[config.mk]
export PLATFORM = sky130hd
export DESIGN_NAME = mem_access_ctrl_flat
export DESIGN_NICKNAME = d
export VERILOG_FILES = /design/src/rtl/mem_access_ctrl_if.sv /design/src/rtl/mem_access_ctrl.sv /design/src/flat_wrapper.sv
export SDC_FILE = /design/constraint.sdc
export NUM_CORES = 1
export LEC_CHECK = 0
export ABC_AREA = 1
export BUFFER_PORTS_ARGS = -buffer_cell sky130_fd_sc_hd__buf_2
export CORE_UTILIZATION = 44
export CTS_CLUSTER_DIAMETER = 200
export CTS_CLUSTER_SIZE = 14
export DETAILED_ROUTE_END_ITERATION = 7
export HOLD_SLACK_MARGIN = 0.05
export PLACE_DENSITY = 0.9
export RECOVER_POWER = 25
export SLEW_MARGIN = 10
export SYNTH_ARGS = -nofsm -noshare
export SYNTH_HDL_FRONTEND = slang
export SYNTH_SLANG_ARGS = --single-unit
[constraint.sdc]
create_clock -name clk -period 1.65 [get_ports clk]
set_input_delay 0 -clock clk [delete_from_list [all_inputs] [get_ports clk]]
set_output_delay 0 -clock clk [all_outputs]
set_load 0.02 [all_outputs]
[src/rtl/mem_access_ctrl_if.sv]
// Bus bundle for mem_access_ctrl: fetch port, data port, memory port and
// the busy flag. The controller takes the slave view; requesters and the
// memory sit on the master side.
interface mem_access_ctrl_if #(
  parameter int AW = 12,
  parameter int DW = 16
);
  // Instruction-fetch port (read-only)
  logic          f_req;
  logic [AW-1:0] f_addr;
  logic          f_ack;
  logic [DW-1:0] f_rdata;
  // Data port (LOAD/STORE)
  logic          d_req;
  logic          d_we;
  logic [AW-1:0] d_addr;
  logic [DW-1:0] d_wdata;
  logic          d_ack;
  logic [DW-1:0] d_rdata;
  // Single-port synchronous memory
  logic          mem_en;
  logic          mem_we;
  logic [AW-1:0] mem_addr;
  logic [DW-1:0] mem_wdata;
  logic [DW-1:0] mem_rdata;
  // Status
  logic          busy;

  modport slave (
    input  f_req, f_addr, d_req, d_we, d_addr, d_wdata, mem_rdata,
    output f_ack, f_rdata, d_ack, d_rdata,
    output mem_en, mem_we, mem_addr, mem_wdata, busy
  );

  modport master (
    output f_req, f_addr, d_req, d_we, d_addr, d_wdata, mem_rdata,
    input  f_ack, f_rdata, d_ack, d_rdata,
    input  mem_en, mem_we, mem_addr, mem_wdata, busy
  );
endinterface

[src/rtl/mem_access_ctrl.sv]
// Memory access controller: arbitrates the fetch and data ports onto a
// single-port synchronous memory through the MAR/MBR register pair.
// Each access is a fixed IDLE -> ADDR -> WAIT -> RESP sequence, so one
// access completes every four cycles. All outputs are registered.
module mem_access_ctrl #(
  parameter int AW = 12,
  parameter int DW = 16
) (
  input  logic              clk,
  input  logic              rst,
  mem_access_ctrl_if.slave  bus
);

  typedef enum logic [1:0] {
    S_IDLE = 2'd0,
    S_ADDR = 2'd1,
    S_WAIT = 2'd2,
    S_RESP = 2'd3
  } state_t;

  localparam logic PORT_FETCH = 1'b0;
  localparam logic PORT_DATA  = 1'b1;

  state_t        state_q;
  logic [AW-1:0] mar_q;
  logic [DW-1:0] mbr_q;
  logic          owner_q;
  logic          we_q;
  logic          last_q;
  logic          f_ack_q;
  logic          d_ack_q;
  logic          mem_en_q;
  logic          mem_we_q;
  logic          busy_q;

  logic          any_req_s;
  logic          win_data_s;

  // Arbitration: a lone requester wins; on a tie the port not served last wins.
  always_comb begin
    any_req_s  = bus.f_req | bus.d_req;
    win_data_s = 1'b0;
    if (bus.f_req && bus.d_req) begin
      win_data_s = (last_q == PORT_FETCH);
    end else if (bus.d_req) begin
      win_data_s = 1'b1;
    end else begin
      win_data_s = 1'b0;
    end
  end

  // Access sequencer: latches MAR/MBR, drives the memory for one cycle,
  // captures read data and pulses the owner's ack.
  always_ff @(posedge clk or posedge rst) begin
    if (rst) begin
      state_q  <= S_IDLE;
      mar_q    <= {AW{1'b0}};
      mbr_q    <= {DW{1'b0}};
      owner_q  <= PORT_FETCH;
      we_q     <= 1'b0;
      last_q   <= PORT_FETCH;
      f_ack_q  <= 1'b0;
      d_ack_q  <= 1'b0;
      mem_en_q <= 1'b0;
      mem_we_q <= 1'b0;
      busy_q   <= 1'b0;
    end else begin
      case (state_q)
        S_IDLE: begin
          if (any_req_s) begin
            if (win_data_s) begin
              mar_q <= bus.d_addr;
              mbr_q <= bus.d_wdata;
            end else begin
              mar_q <= bus.f_addr;
            end
            // The fetch port can never write, whatever d_we says.
            we_q     <= win_data_s & bus.d_we;
            owner_q  <= win_data_s;
            mem_en_q <= 1'b1;
            mem_we_q <= win_data_s & bus.d_we;
            busy_q   <= 1'b1;
            state_q  <= S_ADDR;
          end
        end
        S_ADDR: begin
          mem_en_q <= 1'b0;
          mem_we_q <= 1'b0;
          state_q  <= S_WAIT;
        end
        S_WAIT: begin
          // Stores keep MBR so d_rdata reflects the stored word.
          if (!we_q) begin
            mbr_q <= bus.mem_rdata;
          end
          f_ack_q <= (owner_q == PORT_FETCH);
          d_ack_q <= (owner_q == PORT_DATA);
          state_q <= S_RESP;
        end
        S_RESP: begin
          f_ack_q <= 1'b0;
          d_ack_q <= 1'b0;
          last_q  <= owner_q;
          busy_q  <= 1'b0;
          state_q <= S_IDLE;
        end
        default: begin
          f_ack_q  <= 1'b0;
          d_ack_q  <= 1'b0;
          mem_en_q <= 1'b0;
          mem_we_q <= 1'b0;
          busy_q   <= 1'b0;
          state_q  <= S_IDLE;
        end
      endcase
    end
  end

  assign bus.f_ack     = f_ack_q;
  assign bus.d_ack     = d_ack_q;
  assign bus.f_rdata   = mbr_q;
  assign bus.d_rdata   = mbr_q;
  assign bus.mem_en    = mem_en_q;
  assign bus.mem_we    = mem_we_q;
  assign bus.mem_addr  = mar_q;
  assign bus.mem_wdata = mbr_q;
  assign bus.busy      = busy_q;

endmodule

[src/flat_wrapper.sv]
// flat-port wrapper written by rule: the top's interface ports become plain ports
module mem_access_ctrl_flat 
#(
  parameter int AW = 12,
  parameter int DW = 16
)
  (clk, rst, bus_f_req, bus_f_addr, bus_d_req, bus_d_we, bus_d_addr, bus_d_wdata, bus_mem_rdata, bus_f_ack, bus_f_rdata, bus_d_ack, bus_d_rdata, bus_mem_en, bus_mem_we, bus_mem_addr, bus_mem_wdata, bus_busy);
  mem_access_ctrl_if #(.AW(AW), .DW(DW)) bus_i ();
  input  logic clk;
  input  logic rst;
  input wire logic [$bits(bus_i.f_req)-1:0] bus_f_req;
  input wire logic [$bits(bus_i.f_addr)-1:0] bus_f_addr;
  input wire logic [$bits(bus_i.d_req)-1:0] bus_d_req;
  input wire logic [$bits(bus_i.d_we)-1:0] bus_d_we;
  input wire logic [$bits(bus_i.d_addr)-1:0] bus_d_addr;
  input wire logic [$bits(bus_i.d_wdata)-1:0] bus_d_wdata;
  input wire logic [$bits(bus_i.mem_rdata)-1:0] bus_mem_rdata;
  output wire logic [$bits(bus_i.f_ack)-1:0] bus_f_ack;
  output wire logic [$bits(bus_i.f_rdata)-1:0] bus_f_rdata;
  output wire logic [$bits(bus_i.d_ack)-1:0] bus_d_ack;
  output wire logic [$bits(bus_i.d_rdata)-1:0] bus_d_rdata;
  output wire logic [$bits(bus_i.mem_en)-1:0] bus_mem_en;
  output wire logic [$bits(bus_i.mem_we)-1:0] bus_mem_we;
  output wire logic [$bits(bus_i.mem_addr)-1:0] bus_mem_addr;
  output wire logic [$bits(bus_i.mem_wdata)-1:0] bus_mem_wdata;
  output wire logic [$bits(bus_i.busy)-1:0] bus_busy;
  assign bus_i.f_req = bus_f_req;
  assign bus_i.f_addr = bus_f_addr;
  assign bus_i.d_req = bus_d_req;
  assign bus_i.d_we = bus_d_we;
  assign bus_i.d_addr = bus_d_addr;
  assign bus_i.d_wdata = bus_d_wdata;
  assign bus_i.mem_rdata = bus_mem_rdata;
  assign bus_f_ack = bus_i.f_ack;
  assign bus_f_rdata = bus_i.f_rdata;
  assign bus_d_ack = bus_i.d_ack;
  assign bus_d_rdata = bus_i.d_rdata;
  assign bus_mem_en = bus_i.mem_en;
  assign bus_mem_we = bus_i.mem_we;
  assign bus_mem_addr = bus_i.mem_addr;
  assign bus_mem_wdata = bus_i.mem_wdata;
  assign bus_busy = bus_i.busy;
  mem_access_ctrl #(.AW(AW), .DW(DW)) u_core (.clk(clk), .rst(rst), .bus(bus_i));
endmodule
==> results.py, run 1 <==
metrics = {
    "power_and_ir_drop": {
        "power_mw": 6.06,
        "ir_drop_v": 0.000813,
        "powerDensity_nw_per_um2": 1970,
        "power_leakage_nw": 1.79,
    },
    "global_routing": {
        "grt_usage_pct": 23.6,
        "antenna_found_initial": 0,
        "grt_overflow": 0,
        "grt_max_degree": 18,
        "first_global_vias": 2189,
        "grt_pass1_wl_um": 9520,
    },
    "detailed_routing": {
        "vias": 2330,
        "drt-pass1-iter-count": 4,
        "ant_nets": 0,
        "routed_wl_um": 6140,
        "routedWlPerCell_um": 12.4,
        "drc": 0,
        "via_per_inst": 4.72,
        "drt-initial-drc-count": 160,
    },
    "run_status": {
        "status": "completed",
    },
    "placement": {
        "gp_congestion": 0.742,
        "portBuffers": 125,
        "dp.cells": 455,
        "dp_hpwl_um": 3930,
        "dpl_cell_area_um2": 2710,
    },
    "synthesis": {
        "synth_fa_ha_area_share_pct": 2.80,
        "synthSimpleGateAreaFrac_pct": 34.7,
        "ys_seq_area_share_pct": 42.6,
        "yosysWarnings": 0,
        "synth_area_per_cell_um2": 7.49,
        "synthFlopType": "dfrtp_1",
        "synth_enable_flop_cells": 0,
        "synthTopCellsByArea": "dfrtp_1 43%, nand2_1 22%, buf_4 11%, nand3_1 6.7%, nand3b_1 4.0%",
        "ys_types": 20,
        "yosysMostFrequentCell": "nand2_1",
        "yosysTopAreaCellShare_pct": 42.6,
        "synth_top_family_by_area": "simple AND/OR/NAND/NOR gates",
        "synth_top_area_cell": "dfrtp_1",
        "ys_seq_elements": 38,
        "postSynth.asyncResetShare_pct": 100,
        "syn-instance-count": 298,
        "synthesis.area_um2": 2230,
        "synthMuxAreaShare_pct": 0.504,
        "netlist_top_cells_count": "129 x nand2_1, 38 x dfrtp_1, 32 x buf_4",
        "synth-compound-area-share_pct": 2.41,
        "synthXorXnorAreaFrac_pct": 0,
        "synth_fp_nets": 364,
    },
    "floorplan": {
        "ios": 126,
        "rows": 25,
        "fp.dieArea_um2": 5360,
        "start_util_pct": 46.4,
        "core_area_um2": 4820,
        "die_h_um": 73.2,
        "die_w_um": 73.2,
    },
    "finish": {
        "fillers": 441,
        "fin_util_pct": 64.0,
        "synthToLayoutAreaGrowth_pct": 38.1,
        "nets": 492,
        "fin_cells": 494,
        "diodes": 0,
        "final_cell_area_um2": 3080,
        "multi_input_area_um2": 908,
        "seq_area_um2": 951,
        "drive_above_1_share_pct": 29.7,
    },
    "timing": {
        "hold_viol_final": 0,
        "clock_skew_ps": 11.0,
        "fin_crit_ps": 1510,
        "finalSetupViolations": 0,
        "slew_headroom_pct": 53.0,
        "tns_ps": 0,
        "clock.fmax_mhz": 664,
        "period_share_pct": 91.3,
        "worstMarginPinSlew_ps": 705,
        "maxSlewViolCount": 0,
        "rsz0062_at_grt": "no",
    },
    "worst_setup_path": {
        "crit_top_cell": "nand2_1",
        "r2r_setup_slack_ps": 140,
        "crit_slowest_cell": "dfrtp_1",
        "reg2reg_depth": 7,
        "cp_max_fo": 16,
        "r2r-start": "u_core.state_q[1]",
        "cp-end-kind": "flop",
        "setup.worst_path.class": "flop to flop",
        "required_ps": 1880,
        "r2r_end": "u_core.bus.d_rdata[9]",
        "max_stage_delay_ps": 410,
        "path_cells": "inv_1, ha_1, nand2_1, nand2_2, buf_4, nand3_1, nand2_1",
        "cp.arrival_ps": 1740,
        "start_kind": "flop",
    },
    "clock_network": {
        "cts-root-buf": "clkbuf_8",
        "clkLatencyLatePin_ps": 300,
        "clk_path_buf_depth": 2,
        "cts_max_level": 2,
        "numCtsBuffers": 5,
        "clkTransAtPathRegs_ps": 70,
        "cts_sinks": 38,
        "cts_tree": "done",
        "post-cts-setup-buffers": 0,
    },
    "hold_path": {
        "min_to": "u_core.bus.mem_we",
        "min-delay-start": "bus_d_we",
        "min_delay_path_depth": 5,
        "min_path_type": "primary input to flop",
    },
    "job": {
        "maxCapViolCount": 0,
    },
}
## per-stage QoR
stage | hold WS, ps | setup WS (ps)
after global placement | 61.9 | 220
after global routing | 69.4 | 19.8
after floorplan | 192 | 258
final | 46.8 | 143
after CTS | 50.1 | 119
after detailed placement | 73.1 | 147
## power by group
part	total (mW)	switching, mW	internal [mW]	leakage, nW
registers	1.74	0.333	1.41	0.470
logic	3.66	2.47	1.19	1.27
clock network	0.660	0.323	0.337	0.0482
total	6.06	3.13	2.93	1.79
## sequential cells by signal (all words and copies together), names as in the netlist
name and count:
u_core.bus.busy 1, u_core.bus.d_ack 1, u_core.bus.d_rdata 16, u_core.bus.f_ack 1
u_core.bus.mem_addr 12, u_core.bus.mem_en 1, u_core.bus.mem_we 1, u_core.last_q 1
u_core.owner_q 1, u_core.state_q 2, u_core.we_q 1
## layout by cell type, fill, tap and decap left out, types with 2 or more instances in the layout
master	n
dfrtp_1	38
nand2_2	2
nand3b_1	12
inv_1	18
inv_2	2
dlygate4sd3_1	31
o21ai_0	4
clkbuf_8	6
ha_1	5
nand3_1	30
buf_2	102
buf_4	9
nand2_1	129
nor2_1	4
clkbuf_1	24
nand2_4	2
o21ai_1	4
## layer usage
metal  global-route usage, %  up-vias  wire length [um]
met5                       0        -                 0
met4                    11.5        0               131
met3                    6.22       15               478
met2                    43.6      102              3250
met1                    24.4     1060              2270
li1                        -     1153                 -
## how the worst max path moves through the flow
stage                                 start               endpoint  slack, ps
after floorplan           u_core.state_q[0]  u_core.bus.d_rdata[0]        260
after global placement    u_core.state_q[0]  u_core.bus.d_rdata[0]        220
after detailed placement  u_core.state_q[1]  u_core.bus.d_rdata[1]        150
after CTS                 u_core.state_q[1]  u_core.bus.d_rdata[1]        120
after global routing      u_core.state_q[0]  u_core.bus.d_rdata[7]         20
final                     u_core.state_q[1]  u_core.bus.d_rdata[9]        140
## worst max-delay path: cells and delay by family, from the launching register on
family | cells | cell delay (ps)
simple gates | 4 | 380
flops | 1 | 410
buf+inv | 2 | 330
fa+ha+maj | 1 | 330
## cell type report
cell class,instances,share of cell area [%]
inverter,20,2.43
clock buffer,7,2.80
timing repair buffer,165,31.6
tap,67,2.72
multi-input combinational,196,29.5
clock inverter,1,0.162
sequential,38,30.8
## what timing repair did
action,in CTS,in global routing
endpoints found under the setup margin,0,6
resized for setup,0,1
endpoints found under the hold margin,30,0
hold buffers,31,0
## kinds of logic after synthesis
| logic type | Yosys count |
|---|---|
| adder cells (fa/ha/maj) | 5 |
| flip-flops | 38 |
| multiplexers | 1 |
| AND/OR/NAND/NOR | 180 |
| buffers and inverters | 64 |
| AO/OA/AOI/OAI | 10 |
Power figures use the tool's default switching activity.
==> run 2, diff against run 1 <==
--- a/config.mk
+++ b/config.mk
@@ -13,8 +13,8 @@
 export DETAILED_ROUTE_END_ITERATION = 7
 export HOLD_SLACK_MARGIN = 0.05
 export PLACE_DENSITY = 0.9
-export RECOVER_POWER = 25
 export SLEW_MARGIN = 10
 export SYNTH_ARGS = -nofsm -noshare
 export SYNTH_HDL_FRONTEND = slang
 export SYNTH_SLANG_ARGS = --single-unit
+export TNS_END_PERCENT = 1
==> run 2 against run 1 <==
  * Flip-flop and latch count unchanged
  * Via count hardly changed
  * Critical path depth did not move
  * Clock power hardly changed
  * Count of clock-buffer cells in the layout did not move
  * Power up 1.1%
  * Clock skew hardly changed
  * Core utilization grew 0.60 points
  * Routed wire length hardly changed
  * Fmax grew 0.62%
  * Sequential power barely moved
  * Setup slack improved by 9.4 ps
  * Highest routed layer unchanged
==> results.py, run 2 (synthesis gave the netlist of run 1 again) <==
metrics = {
    "clock_network": {
        "cts_max_level": 2,
        "clkLatencyLatePin_ps": 300,
        "numCtsBuffers": 5,
        "cts_sinks": 38,
        "cts_tree": "done",
        "post-cts-setup-buffers": 0,
        "clk_path_buf_depth": 2,
        "cts-root-buf": "clkbuf_8",
        "clkTransAtPathRegs_ps": 70,
    },
    "worst_setup_path": {
        "cp.arrival_ps": 1730,
        "r2r_setup_slack_ps": 150,
        "start_kind": "flop",
        "setup.worst_path.class": "flop to flop",
        "cp_max_fo": 16,
        "cp-end-kind": "flop",
        "reg2reg_depth": 7,
        "required_ps": 1880,
    },
    "detailed_routing": {
        "routedWlPerCell_um": 12.4,
        "drc": 0,
        "ant_nets": 0,
        "via_per_inst": 4.71,
        "drt-initial-drc-count": 164,
        "vias": 2328,
        "drt-pass1-iter-count": 4,
        "routed_wl_um": 6130,
    },
    "global_routing": {
        "grt_max_degree": 18,
        "grt_pass1_wl_um": 9520,
        "antenna_found_initial": 0,
        "first_global_vias": 2189,
        "grt_usage_pct": 23.6,
        "grt_overflow": 0,
    },
    "finish": {
        "nets": 492,
        "diodes": 0,
        "final_cell_mix": "129 x nand2_1, 125 x buf_2, 38 x dfrtp_1",
        "layout_commonest_cell": "nand2_1",
        "drive_above_1_share_pct": 35.1,
        "synthToLayoutAreaGrowth_pct": 39.4,
        "largest_register_ffs": 16,
        "fin_util_pct": 64.6,
    },
    "floorplan": {
        "die_w_um": 73.2,
        "die_h_um": 73.2,
        "ios": 126,
        "rows": 25,
        "fp.dieArea_um2": 5360,
        "start_util_pct": 46.4,
        "core_area_um2": 4820,
    },
    "timing": {
        "clock.fmax_mhz": 668,
        "tns_ps": 0,
        "maxSlewViolCount": 0,
        "hold_ws_ps": 48.4,
        "clock_skew_ps": 10.6,
        "hold_viol_final": 0,
        "rsz0062_at_grt": "no",
        "finalSetupViolations": 0,
        "worstMarginPinSlew_ps": 704,
        "fin_crit_ps": 1500,
        "slew_headroom_pct": 53.1,
        "period_share_pct": 90.7,
    },
    "power_and_ir_drop": {
        "powerDensity_nw_per_um2": 1970,
        "power_leakage_nw": 1.86,
        "ir_drop_v": 0.000830,
    },
    "run_status": {
        "status": "completed",
    },
    "placement": {
        "dp_hpwl_um": 3930,
        "portBuffers": 125,
        "gp_congestion": 0.742,
    },
    "job": {
        "maxCapViolCount": 0,
    },
    "hold_path": {
        "min_path_type": "primary input to flop",
        "min_delay_path_depth": 5,
    },
}
[run 2: cell types whose count changed in the layout (fill, tap and decap cells not counted), sizes merged]
cell,delta
buf,+23
clkbuf,-23
[run 2: what timing repair did]
item | 4_1_cts | 5_1_grt
setup endpoints to repair | 0 | 6
resized for setup | 0 | 1
hold buffers | 31 | 0
endpoints found under the hold margin | 30 | 0
[run 2: worst paths after layout]
path | endpoint | startpoint
setup / recovery | u_core.bus.d_rdata[9] | u_core.state_q[1]
hold / removal | u_core.bus.d_rdata[2] | bus_mem_rdata[2]
setup reg to reg | u_core.bus.d_rdata[9] | u_core.state_q[1]
hold reg to reg | u_core.bus.mem_addr[2] | u_core.bus.mem_addr[2]
max in group asynchronous | u_core.bus.d_rdata[6] | rst
min in group asynchronous | u_core.bus.mem_addr[11] | rst
[run 2: where the power goes]
| part | switching (mW) | internal, mW | total [mW] |
|---|---|---|---|
| Clock | 0.323 | 0.337 | 0.660 |
| Sequential | 0.326 | 1.41 | 1.73 |
| Combinational | 2.47 | 1.26 | 3.74 |
[run 2: metrics by stage]
step                area [um2]  total power, mW  setup WS, ps  instances
global route              3110             6.60          19.8        494
global placement          2710             5.29           220        455
CTS                       3110             6.13           119        494
floorplan                 2230             4.70           258        298
detailed placement        2710             5.41           147        455
finish                    3110             6.13           153        494
[run 2: critical path, cell delays in order, from the launching register on]
cell     delay [ps]
dfrtp_1         410
inv_1           120
ha_1            330
nand2_1         110
nand2_2          90
buf_4           200
nand3_1         100
nand2_1          80
[run 2: layer usage]
metal  wire length [um]  GRT usage [%]  vias to the layer above
li1                   -              -                     1151
met1               2280           24.4                     1049
met2               3240           43.6                      113
met3                483           6.22                       15
met4                131           11.5                        0
met5                  0              0                        -
[run 2: cell type report]
type,instances,area (um2)
timing repair buffer,165,1000
sequential,38,951
clock inverter,1,5.00
inverter,20,75.1
multi-input combinational,196,908
tap,67,83.8
fill,422,1700
clock buffer,7,86.3
==> run 3, diff against run 2 <==
--- a/config.mk
+++ b/config.mk
@@ -7,12 +7,13 @@
 export LEC_CHECK = 0
 export ABC_AREA = 1
 export BUFFER_PORTS_ARGS = -buffer_cell sky130_fd_sc_hd__buf_2
-export CORE_UTILIZATION = 44
+export CORE_UTILIZATION = 47
+export CTS_BUF_LIST = sky130_fd_sc_hd__clkbuf_8
 export CTS_CLUSTER_DIAMETER = 200
 export CTS_CLUSTER_SIZE = 14
 export DETAILED_ROUTE_END_ITERATION = 7
 export HOLD_SLACK_MARGIN = 0.05
-export PLACE_DENSITY = 0.9
+export PLACE_DENSITY = 0.94
 export SLEW_MARGIN = 10
 export SYNTH_ARGS = -nofsm -noshare
 export SYNTH_HDL_FRONTEND = slang
==> constraint.sdc (replaced) <==
create_clock -name clk -period 1.8 [get_ports clk]
set_input_delay 0 -clock clk [delete_from_list [all_inputs] [get_ports clk]]
set_output_delay 0 -clock clk [all_outputs]
set_load 0.02 [all_outputs]
==> run 3 against run 2 <==
  * Non-clock buffer count fell by 3
  * Fmax fell by 7.2%
  * Clock power rose by 3%
  * Via count fell by 0.52%
  * Count of clock-buffer cells in the layout rose by 1
  * Critical endpoint is now u_core.bus.d_rdata[7]
  * Final cell count fell by 3.6%
  * Sequential power fell by 8%
==> results.py, run 3 (synthesis gave the netlist of run 1 again) <==
metrics = {
    "run_status": {
        "status": "completed",
    },
    "global_routing": {
        "grt_overflow": 0,
        "globalRouteMet3Util_pct": 5.13,
        "grt_pass1_wl_um": 9610,
        "grtUsageMet2_pct": 44.8,
        "grt_usage_pct": 24.2,
        "first_global_vias": 2229,
        "antenna_found_initial": 0,
        "grt_most_used_layer": "met2",
        "grt.met1_usage_pct": 27.3,
        "grt_max_degree": 39,
    },
    "power_and_ir_drop": {
        "pwr-share-seq_pct": 28.1,
        "ir_drop_v": 0.000807,
        "power_leakage_nw": 1.85,
        "switching_power_mw": 2.85,
        "switching_share_pct": 50.3,
        "intPower_mw": 2.82,
        "power_mw": 5.68,
        "clockPowerShare_pct": 12.0,
        "combPwrFrac_pct": 59.9,
        "powerDensity_nw_per_um2": 1840,
    },
    "timing": {
        "finalSetupViolations": 0,
        "period_share_pct": 89.6,
        "worstMarginPinSlew_ps": 674,
        "hold_ws_ps": 47.0,
        "slew_headroom_pct": 55.0,
        "maxSlewViolCount": 0,
        "clock.fmax_mhz": 620,
        "clock_skew_ps": 6.05,
        "post-route-worst-setup-slack_ps": 187,
        "hold_viol_final": 0,
        "fin_crit_ps": 1610,
        "tns_ps": 0,
        "rsz0062_at_grt": "no",
    },
    "finish": {
        "final_cell_mix": "129 x nand2_1, 125 x buf_2, 38 x dfrtp_1",
        "diodes": 0,
        "layout_commonest_cell": "nand2_1",
        "fin_util_pct": 68.8,
        "largest_register_ffs": 16,
        "fin_cells": 476,
        "synthToLayoutAreaGrowth_pct": 37.9,
        "seq_area_um2": 951,
        "drive_above_1_share_pct": 35.4,
        "multi_input_area_um2": 903,
        "final_cell_area_um2": 3080,
        "fillers": 362,
        "nets": 489,
    },
    "placement": {
        "place_ws_ps": 206,
        "dpl_cell_area_um2": 2680,
        "gp_congestion": 0.784,
        "dp.cells": 439,
        "portBuffers": 125,
        "dp_hpwl_um": 3790,
    },
    "worst_setup_path": {
        "r2r_end": "u_core.bus.d_rdata[7]",
        "cp.arrival_ps": 1830,
        "required_ps": 2020,
        "setup.worst_path.class": "flop to flop",
        "cp-end-kind": "flop",
        "reg2reg_depth": 7,
        "cp_max_fo": 10,
        "startpoint": "u_core.state_q[0]",
        "r2r-start": "u_core.state_q[0]",
        "r2r_setup_slack_ps": 190,
        "timing.critical_path.to": "u_core.bus.d_rdata[7]",
        "start_kind": "flop",
    },
    "clock_network": {
        "clk_path_buf_depth": 2,
        "cts_max_level": 2,
        "cts-root-buf": "clkbuf_8",
        "numCtsBuffers": 5,
        "clkTransAtPathRegs_ps": 80,
        "cts_hold_buf": 29,
        "clkLatencyLatePin_ps": 280,
        "cts_resized": 0,
        "post-cts-setup-buffers": 0,
        "cts_tree": "done",
        "cts_sinks": 38,
    },
    "detailed_routing": {
        "drt-initial-drc-count": 224,
        "drt-pass1-iter-count": 7,
        "vias": 2316,
        "ant_nets": 0,
        "drc": 0,
        "routed_wl_um": 6050,
        "via_per_inst": 4.87,
        "routedWlPerCell_um": 12.7,
    },
    "floorplan": {
        "core_area_um2": 4470,
        "rows": 24,
        "start_util_pct": 49.9,
        "die_w_um": 70.9,
        "fp.dieArea_um2": 5030,
        "die_h_um": 70.9,
        "ios": 126,
    },
    "hold_path": {
        "min_path_type": "primary input to flop",
    },
    "job": {
        "maxCapViolCount": 0,
    },
}
run 3: cell types whose count changed in the layout (fill, tap and decap cells not counted), sizes merged:
cell,before,now
clkbuf,7,8
buf,134,133
clkinv,1,0
dlygate4sd3,31,29
run 3: worst min-delay path by stage:
stage	from	to	slack, ps	depth (start not counted)
detailed placement	rst	u_core.bus.d_rdata[6]	150	3
finish	bus_d_wdata[12]	u_core.bus.d_rdata[12]	50	5
global route	bus_d_wdata[13]	u_core.bus.d_rdata[13]	80	5
floorplan	rst	u_core.bus.busy	190	1
global placement	rst	u_core.bus.d_rdata[2]	130	3
CTS	bus_d_wdata[12]	u_core.bus.d_rdata[12]	50	5
run 3: power groups by stage:
| stage | registers [mW] | logic [mW] | clock network, mW |
|---|---|---|---|
| floorplan | 2.00 | 2.31 | 0 |
| global placement | 1.58 | 3.25 | 0 |
| detailed placement | 1.59 | 3.35 | 0 |
| CTS | 1.58 | 3.40 | 0.689 |
| global route | 1.64 | 3.73 | 0.714 |
| finish | 1.60 | 3.40 | 0.679 |
run 3: critical path: stages, from the launching register on:
cell and delay [ps]:
dfrtp_1 410, inv_1 140, ha_1 330, nand2_1 100, nand2_2 170, buf_4 200
nand3_1 100, nand2_1 100
run 3: layer usage:
metal	routed length (um)	share of wire, %
met1	2460	41
met2	3000	50
met3	492	8.1
met4	96	1.6
met5	0	0
run 3: area by class of cell:
type	count	area share, %
repair buffers	162	31.7
multi-input cells	196	29.3
well taps	52	2.11
inverters	20	2.44
clock buffers	8	3.57
flip-flops and latches	38	30.9
